File: config.mk
export PLATFORM = sky130hd
export DESIGN_NAME = stream_demux_flat
export DESIGN_NICKNAME = d
export VERILOG_FILES = /design/src/rtl/stream_demux_if.sv /design/src/rtl/stream_demux.sv /design/src/flat_wrapper.sv
export SDC_FILE = /design/constraint.sdc
export NUM_CORES = 1
export LEC_CHECK = 0
export CAP_MARGIN = 15
export CORE_AREA = 2 2 39 41
export CTS_BUF_LIST = sky130_fd_sc_hd__clkbuf_8
export DETAILED_ROUTE_END_ITERATION = 16
export DIE_AREA = 0 0 41 43
export HOLD_SLACK_MARGIN = 0.1
export PLACE_DENSITY = 0.42
export SLEW_MARGIN = 20
export SYNTH_ARGS = -nofsm -noshare
export SYNTH_HDL_FRONTEND = slang
export SYNTH_SLANG_ARGS = --single-unit
File: constraint.sdc
create_clock -name clk -period 1.6 [get_ports clk]
set_input_delay 0.24 -clock clk [delete_from_list [all_inputs] [get_ports clk]]
set_output_delay 0.24 -clock clk [all_outputs]
set_load 0.005 [all_outputs]
File: src/rtl/stream_demux_if.sv
// Handshake bundle for stream_demux: one input stream with a destination
// select, NUMBER output streams and the out-of-range select pulse.
interface stream_demux_if #(
    parameter int WIDTH  = 1,
    parameter int NUMBER = 2
);
    localparam int SelectW = $clog2(NUMBER);

    logic [SelectW-1:0] sel;
    logic [WIDTH-1:0]   in_data;
    logic               in_valid;
    logic               in_ready;
    logic [WIDTH-1:0]   out_data [NUMBER];
    logic               out_valid [NUMBER];
    logic               out_ready [NUMBER];
    logic               sel_err;

    modport master (
        output sel, in_data, in_valid, out_ready,
        input  in_ready, out_data, out_valid, sel_err
    );

    modport slave (
        input  sel, in_data, in_valid, out_ready,
        output in_ready, out_data, out_valid, sel_err
    );
endinterface

File: src/rtl/stream_demux.sv
// One-entry stream demultiplexer: routes each beat to out[sel] with a single
// holding register. Define STREAM_DEMUX_STATS_EN to add per-output xfer_cnt.
module stream_demux #(
    parameter int WIDTH  = 1,
    parameter int NUMBER = 2
) (
    input  logic          clk,
    input  logic          rst,
    stream_demux_if.slave bus
`ifdef STREAM_DEMUX_STATS_EN
    ,
    output logic [15:0]   xfer_cnt [NUMBER]
`endif
);
    localparam int SelectW = $clog2(NUMBER);
    localparam logic [SelectW:0] NumLimit = (SelectW + 1)'(NUMBER);

    typedef enum logic {EMPTY, FULL} state_t;

    state_t             state;
    logic [SelectW-1:0] dest;
    logic [WIDTH-1:0]   data;
    logic               sel_err_q;

    logic full;
    logic drain;
    logic in_ready;
    logic accept;
    logic in_range;

    // The held beat may leave and a new one enter in the same cycle.
    assign full     = (state == FULL);
    assign drain    = full && bus.out_ready[dest];
    assign in_ready = !full || bus.out_ready[dest];
    assign accept   = bus.in_valid && in_ready;
    assign in_range = ({1'b0, bus.sel} < NumLimit);

    assign bus.in_ready = in_ready;
    assign bus.sel_err  = sel_err_q;

    always_ff @(posedge clk or posedge rst) begin
        if (rst) begin
            state     <= EMPTY;
            dest      <= '0;
            data      <= '0;
            sel_err_q <= 1'b0;
        end else begin
            sel_err_q <= accept && !in_range;
            // Out-of-range beats are dropped; only the drain rule moves state.
            if (accept && in_range) begin
                state <= FULL;
                dest  <= bus.sel;
                data  <= bus.in_data;
            end else if (drain) begin
                state <= EMPTY;
            end
        end
    end

    for (genvar i = 0; i < NUMBER; i++) begin : g_out
        assign bus.out_valid[i] = full && (dest == SelectW'(i));
        assign bus.out_data[i]  = data;
    end

`ifdef STREAM_DEMUX_STATS_EN
    for (genvar i = 0; i < NUMBER; i++) begin : g_stats
        always_ff @(posedge clk or posedge rst) begin
            if (rst) begin
                xfer_cnt[i] <= '0;
            end else if (bus.out_valid[i] && bus.out_ready[i]) begin
                xfer_cnt[i] <= xfer_cnt[i] + 16'd1;
            end
        end
    end
`endif
endmodule

File: src/flat_wrapper.sv
// flat-port wrapper written by rule: the top's interface ports become plain ports
module stream_demux_flat 
#(
    parameter int WIDTH  = 1,
    parameter int NUMBER = 2
)
  (clk, rst, bus_sel, bus_in_data, bus_in_valid, bus_out_ready, bus_in_ready, bus_out_data, bus_out_valid, bus_sel_err);
  stream_demux_if #(.WIDTH(WIDTH), .NUMBER(NUMBER)) bus_i ();
  input  logic clk;
  input  logic rst;
  input wire logic [$bits(bus_i.sel)-1:0] bus_sel;
  input wire logic [$bits(bus_i.in_data)-1:0] bus_in_data;
  input wire logic [$bits(bus_i.in_valid)-1:0] bus_in_valid;
  input wire logic [$bits(bus_i.out_ready)-1:0] bus_out_ready;
  output wire logic [$bits(bus_i.in_ready)-1:0] bus_in_ready;
  output wire logic [$bits(bus_i.out_data)-1:0] bus_out_data;
  output wire logic [$bits(bus_i.out_valid)-1:0] bus_out_valid;
  output wire logic [$bits(bus_i.sel_err)-1:0] bus_sel_err;
  assign bus_i.sel = bus_sel;
  assign bus_i.in_data = bus_in_data;
  assign bus_i.in_valid = bus_in_valid;
  assign bus_i.out_ready = {>>{bus_out_ready}};
  assign bus_in_ready = bus_i.in_ready;
  assign bus_out_data = {>>{bus_i.out_data}};
  assign bus_out_valid = {>>{bus_i.out_valid}};
  assign bus_sel_err = bus_i.sel_err;
  stream_demux #(.WIDTH(WIDTH), .NUMBER(NUMBER)) u_core (.clk(clk), .rst(rst), .bus(bus_i));
endmodule
# Yosys cells after proc, flatten, opt, wreduce, memory -nomap -nowiden
# Cells that the tools add are included.
classes:
  n_bitwise: 2
  n_lt_le_gt_ge: 1
  n_reduce_logical: 7
  mux: 5
ops:
  columns: ["operator", "count"]
  rows:
  - ["1-bit 2-to-1 mux", 5]
  - ["1-bit logical AND", 4]
  - ["2-bit >= comparator, second input constant", 1]
  - ["1-bit inverter with 2-bit output", 1]
  - ["2-bit nonzero test", 1]
  - ["1-bit zero test", 1]
  - ["1-bit logical OR", 1]
  - ["1-bit inverter", 1]
totals:
  regBits: 3
  out_inout_bits: 6

# Logic depth before layout (Yosys ltp)
# Gate-level depths: netlist of the first run.
logic_depth:
  ltp_word: 7
  ltp_mapped: 3
  ltp_nobuf: 3

# Worst setup path after synthesis of the first run
# Ideal clock, no wire load.
synth_path:
  path_type: "register to register"
  start: "register u_core.dest"
  end: "register u_core.data"
  required_ps: 1472
  path_stages_with_launch: 4
  path_slack_ps: 476
  arrival_time_ps: 997
  path_cell_list: "dfrtp_1 mux2i_1 a21boi_1 mux2_1"
synth_between:
  elab_chain_cells: 6
synth_lines:
  columns: ["item", "line_no", "source"]
  rows:
  - ["start, declared", "stream_demux.sv:21", "logic [SelectW-1:0] dest;"]
  - ["start signal, assigned", "stream_demux.sv:52", "dest <= bus.sel;"]
  - ["1-bit inverter with 2-bit output (not written as such)", "stream_demux.sv:34", "assign in_ready = !full || bus.out_ready[dest];"]
  - ["1-bit 2-to-1 mux (not written as such) (3 in series)", "stream_demux.sv:34", null]
  - ["1-bit logical OR", "stream_demux.sv:34", null]
  - ["1-bit logical AND", "stream_demux.sv:35", "assign accept = bus.in_valid && in_ready;"]
  - ["end signal, assigned", "stream_demux.sv:53", "data <= bus.in_data;"]
  - ["end, declared", "stream_demux.sv:22", "logic [WIDTH-1:0] data;"]
# No other way between the ends. The select of a mux whose other input is x is not followed.
# A chain may end at the register's enable or synchronous reset.

# Worst setup path in the final report of the first run
layout_path:
  start: "register u_core.state, in the netlist u_core.full"
  end: "output bus_out_valid[0]"
layout_between:
  elab_chain_cells: 1
layout_lines:
  columns: ["item", "line_no", "source"]
  rows:
  - ["start, declared", "stream_demux.sv:20", "state_t state;"]
  - ["start signal, assigned", "stream_demux.sv:43", "state <= EMPTY;"]
  - ["start signal, assigned", "stream_demux.sv:51", "state <= FULL;"]
  - ["start signal, assigned", "stream_demux.sv:55", "state <= EMPTY;"]
  - ["1-bit logical AND", "stream_demux.sv:61", "assign bus.out_valid[i] = full && (dest == SelectW'(i));"]
  - ["end, declared", "flat_wrapper.sv:17", "output wire logic [$bits(bus_i.out_valid)-1:0] bus_out_valid;"]
# No other way between the ends.

==> qor.txt, run 1 <==
Status: complete, no violations
DR iter-0 viols: 1
Ratio of cells with drive above 1 in the final layout: 23.5%
Area growth syn-to-layout: 89.4%
Worst EP arrival: 1.26 ns
Crit share post-route: 93.5%
Vias in the first global route: 209
DRC: 0
Initial antenna violation count: 0
CTS sink cnt: 3
Syn nets: 27
Drt via density: 3.60
IO Pins: 13
Port Buffers: 11
Placed Instances: 45
Via count: 180
Crit Path Max Fanout: 5
Cell Count, Final, Fillers Out: 50
CTS tree: built
WL final: 429 um
Clock Latency Late Sink: 0.21 ns
FF+latch area: 75.1 sq um
Final setup vio count: 0
Post-route cell area: 358 sq um
Slew Limit Fails: 0
Largest net degree at the start of global routing: 6
Post-Syn Instances: 20
FMAX: 0.668 GHz
Post-route setup slack: 0.104 ns
Post-synthesis sequential area ratio: 39.7%
Most frequent cells in the layout: 9 x clkdlybuf4s50_1, 3 x inv_1, 3 x clkbuf_8, 3 x dfrtp_1
Leakage power: 0.180 nW
# rows: 14
Mapped Area: 189 sq um
Hold buffers post-CTS: 0
GRT Residual Overflow: 0
Initial Util: 13.7%
Clock tree root driver cell: clkbuf_8
Yosys top cell area share: 39.7%
H-Tree Depth: 1
Cell Area, Placed: 304 sq um
Most common cell after layout, fill and taps aside: clkdlybuf4s50_1
Max clock buf depth: 2
Mean post-synth cell area: 9.45 sq um
Core ar.: 1380 sq um
Final hold slack: 0.192 ns
Area leader, netlist: dfrtp_1
Reg clk slew, reported paths: 0.03 ns
Clock Skew: 0.00147 ns
TritonCTS Buffers: 3
Ant. Diodes: 0
Pre-CTS setup slack: -0.0483 ns
Reg2Reg Setup Slack: 0.29 ns
Synth cell types: 14
PD cells: 1150 nW/um^2
Synth Register Bits: 3
Reg2reg start: u_core.dest
WL/cell: 8.58 um
First-pass GRT wire length: 779 um
Startpoint Class: register
Final ANT Viol Nets: 0
Worst Path Required: 1.36 ns
Crit Path Class: register to primary output
Yosys warning count: 0
Reg2reg path depth: 4
Final hold viol count: 0
Die ar.: 1760 sq um
All-layer global routing usage: 7.05%
Nature of the critical path endpoint: primary output
Placer Congestion: 0.629
Worst VDD drop: 0.262 mV
Fill cell count: 158
Max Cap Viol: 0
Final nets: 42
Drt first pass iters: 2
Worst hold path type: primary input to async pin
Chip Width: 41 um
Die height: 43 um
RSZ-0062 raised after global routing: false
Area occupied by multi-input gates: 83.8 sq um
Largest cells by area after synthesis: dfrtp_1 40%, buf_4 12%, nand2b_1 6.6%
RR Endpoint: u_core.data
Post-layout min period: 1.50 ns
[worst max path at each step]
| stage | startpoint | endpoint | depth (start not counted) |
|---|---|---|---|
| floorplan | u_core.dest | u_core.data | 3 |
| global placement | bus_out_ready[1] | bus_in_ready | 4 |
| detailed placement | bus_out_ready[0] | bus_in_ready | 4 |
| CTS | u_core.dest | bus_out_valid[1] | 3 |
| global route | u_core.full | bus_out_valid[0] | 2 |
| finish | u_core.full | bus_out_valid[0] | 2 |
[Yosys cell counts]
cell / instances
buf_4: 3
a21o_2: 1
mux2_1: 1
dfrtp_1: 3
nand2b_1: 2
inv_1: 2
nand2_1: 1
nor2_1: 1
conb_1: 1
a22o_2: 1
a21boi_1: 1
and2_2: 1
mux2i_1: 1
o21ai_0: 1
[critical path, stage by stage (launching register included)]
cell	delay (ns)
dfrtp_1	0.40
and2_2	0.16
clkdlybuf4s50_1	0.48
[metrics by stage]
step                      total power [mW]  TNS [ns]  utilization (%)
after floorplan                      0.148         0                -
after global placement               0.200   -0.0364             22.0
after detailed placement             0.202   -0.0517             22.0
after CTS                            0.425         0             25.7
after global routing                 0.445         0             25.9
final                                0.413         0             25.9
[cells by family after synthesis]
family	count (synthesis)	synth area share [%]
and+or+nand+nor	5	14.6
buffers and inverters	5	15.9
AOI/OAI and AO/OA	4	16.6
DFF	3	39.7
muxes	2	11.3
other	1	1.98
[flip-flops by register name, indices dropped and copies added (netlist names)]
| name | cells |
|---|---|
| u_core.data | 1 |
| u_core.dest | 1 |
| u_core.full | 1 |
[layout make-up]
type,instances,share of cell area (%)
Clock buffer,3,11.5
Clock inverter,1,1.05
Inverter,2,2.10
Multi-Input combinational cell,12,23.4
Sequential cell,3,21.0
Tap cell,16,5.59
Timing Repair Buffer,13,35.3
[power breakdown]
group          switching [mW]  internal [mW]  total, mW
logic                  0.0307         0.0723      0.103
clock network          0.0480          0.163      0.211
registers              0.0107         0.0881     0.0988
[routing by layer]
| layer | global-route usage, % | vias up | wire [um] |
|---|---|---|---|
| met4 | 6.00 | 0 | 0 |
| met3 | 5.24 | 0 | 68 |
| li1 | - | 88 | - |
| met1 | 7.14 | 80 | 178 |
| met2 | 9.06 | 12 | 182 |
| met5 | 0 | - | 0 |
[repair_timing]
item	CTS	global route
pin swaps	1	0
buffers inserted	1	0
resized for setup	1	1
endpoints found under the setup margin	1	1
Note: power is estimated with default switching activity, not from simulation.
==> run 2: changes to the inputs <==
--- a/config.mk
+++ b/config.mk
@@ -10,6 +10,7 @@
 export CTS_BUF_LIST = sky130_fd_sc_hd__clkbuf_8
 export DETAILED_ROUTE_END_ITERATION = 16
 export DIE_AREA = 0 0 41 43
+export GPL_TIMING_DRIVEN = 0
 export HOLD_SLACK_MARGIN = 0.1
 export PLACE_DENSITY = 0.42
 export SLEW_MARGIN = 20
==> run 2 against run 1 <==
  * Clock-buffer cell count unchanged
  * Sequential cell count stayed put
  * Critical path depth stayed put
  * Via count is 1.7% higher
  * Utilization up 1.6 points
  * Total power grew 3.6%
  * Setup slack improved by 0.00077 ns
  * Routed wire length up 0.23%
  * Design area rose by 6.3%
  * Worst hold slack better by 0.0051 ns
  * Non-clock buffer count is 3 higher
==> qor.txt, run 2 (same netlist as run 1, synthesis figures left out) <==
Reg clk slew, reported paths: 0.03 ns
Placer Congestion: 0.635
H-Tree Depth: 1
Worst VDD drop: 0.263 mV
IO Pins: 13
Worst hold path type: primary input to async pin
GRT Residual Overflow: 0
Via count: 183
Post-layout min period: 1.50 ns
Total Neg Setup Slack: 0 ns
Reg2Reg Setup Slack: 0.32 ns
FMAX: 0.669 GHz
TritonCTS Buffers: 3
Die ar.: 1760 sq um
Initial Util: 13.7%
Status: complete, no violations
Crit share post-route: 93.5%
Ratio of cells with drive above 1 in the final layout: 29.7%
WL final: 430 um
CP top delay family: buffers and inverters
DRC: 0
Startpoint Class: register
Worst EP arrival: 1.26 ns
CTS sink cnt: 3
Most frequent cells in the layout: 9 x clkdlybuf4s50_1, 5 x buf_4, 3 x inv_1, 3 x clkbuf_8, 3 x dfrtp_1
Die height: 43 um
Crit path buf inv count: 1
# rows: 14
Layout Utilization: 27.5%
Drt via density: 3.45
CTS tree: built
Pre-CTS setup slack: -0.0312 ns
Total Power: 428 uW
PD cells: 1120 nW/um^2
Drt first pass iters: 1
Hold buffers post-CTS: 0
Slew Limit Fails: 0
Clock Skew: 0.0000602 ns
Nature of the critical path endpoint: primary output
CP max-delay cell: clkdlybuf4s50_1
Max Cap Viol: 0
Clock Latency Late Sink: 0.21 ns
Crit Path Max Fanout: 5
Worst Path Required: 1.36 ns
Final hold viol count: 0
Initial antenna violation count: 0
RSZ-0062 raised after global routing: false
Final nets: 45
Post-route setup slack: 0.105 ns
Largest net degree at the start of global routing: 6
Leakage power: 0.195 nW
Crit Path Class: register to primary output
WL/cell: 8.11 um
DR iter-0 viols: 0
Most common cell after layout, fill and taps aside: clkdlybuf4s50_1
Final ANT Viol Nets: 0
Clock tree root driver cell: clkbuf_8
Fill cell count: 159
Area occupied by multi-input gates: 83.8 sq um
First-pass GRT wire length: 772 um
All-layer global routing usage: 7.14%
CP Cell Sequence: and2_2 -> clkdlybuf4s50_1
Port Buffers: 11
Ant. Diodes: 0
Chip Width: 41 um
Final setup vio count: 0
Core ar.: 1380 sq um
Critical Path Max Stage Delay: 0.49 ns
Area growth syn-to-layout: 101%
Vias in the first global route: 197
Max clock buf depth: 2
FF+latch area: 75.1 sq um
## run 2: cell types whose count changed in the layout (fill, tap and decap cells not counted), sizes merged
cell  delta
buf      +3
## run 2: area by class of cell
type / instances / share of cell area (%)
buffer: 3 / 5.92
clock inverter: 1 / 0.987
inverter: 2 / 1.97
tap: 16 / 5.26
multi-input combinational: 12 / 22.0
sequential: 3 / 19.7
timing repair buffer: 13 / 33.2
clock buffer: 3 / 10.9
## run 2: power by group
part / internal [mW] / switching (mW) / leakage, nW / total, mW
clock: 0.163 / 0.0478 / 0.0269 / 0.211
sequential: 0.0882 / 0.0104 / 0.0333 / 0.0985
combinational: 0.0855 / 0.0328 / 0.135 / 0.118
## run 2: final timing paths
check                      cells past startpoint   startpoint               end
hold reg to reg                                1  u_core.data       u_core.data
max in group asynchronous                      2          rst       u_core.data
hold / removal                                 2          rst       u_core.dest
min in group clk                               1  u_core.data       u_core.data
setup / recovery                               2  u_core.full  bus_out_valid[0]
setup reg to reg                               4  u_core.dest       u_core.data
## run 2: metal layers
metal	vias up	track usage (%)	routed length (um)
met5	-	0	0
met1	78	8.41	188
met3	0	4.71	64
met2	12	8.44	177
met4	0	6.00	0
li1	93	-	-
## run 2: metrics by stage
stage	cells	area, sq um	hold slack [ns]
floorplan	20	189	-0.00636
global placement	47	319	0.418
detailed placement	47	319	0.419
CTS	53	378	0.198
global route	53	380	0.209
finish	53	380	0.197
## run 2: repair_timing
| item | CTS | global route |
|---|---|---|
| pin swaps | 0 | 0 |
| endpoints found under the setup margin | 1 | 1 |
| setup buffers | 2 | 0 |
| hold endpoints to repair | 0 | 0 |
| gates resized for setup | 1 | 1 |
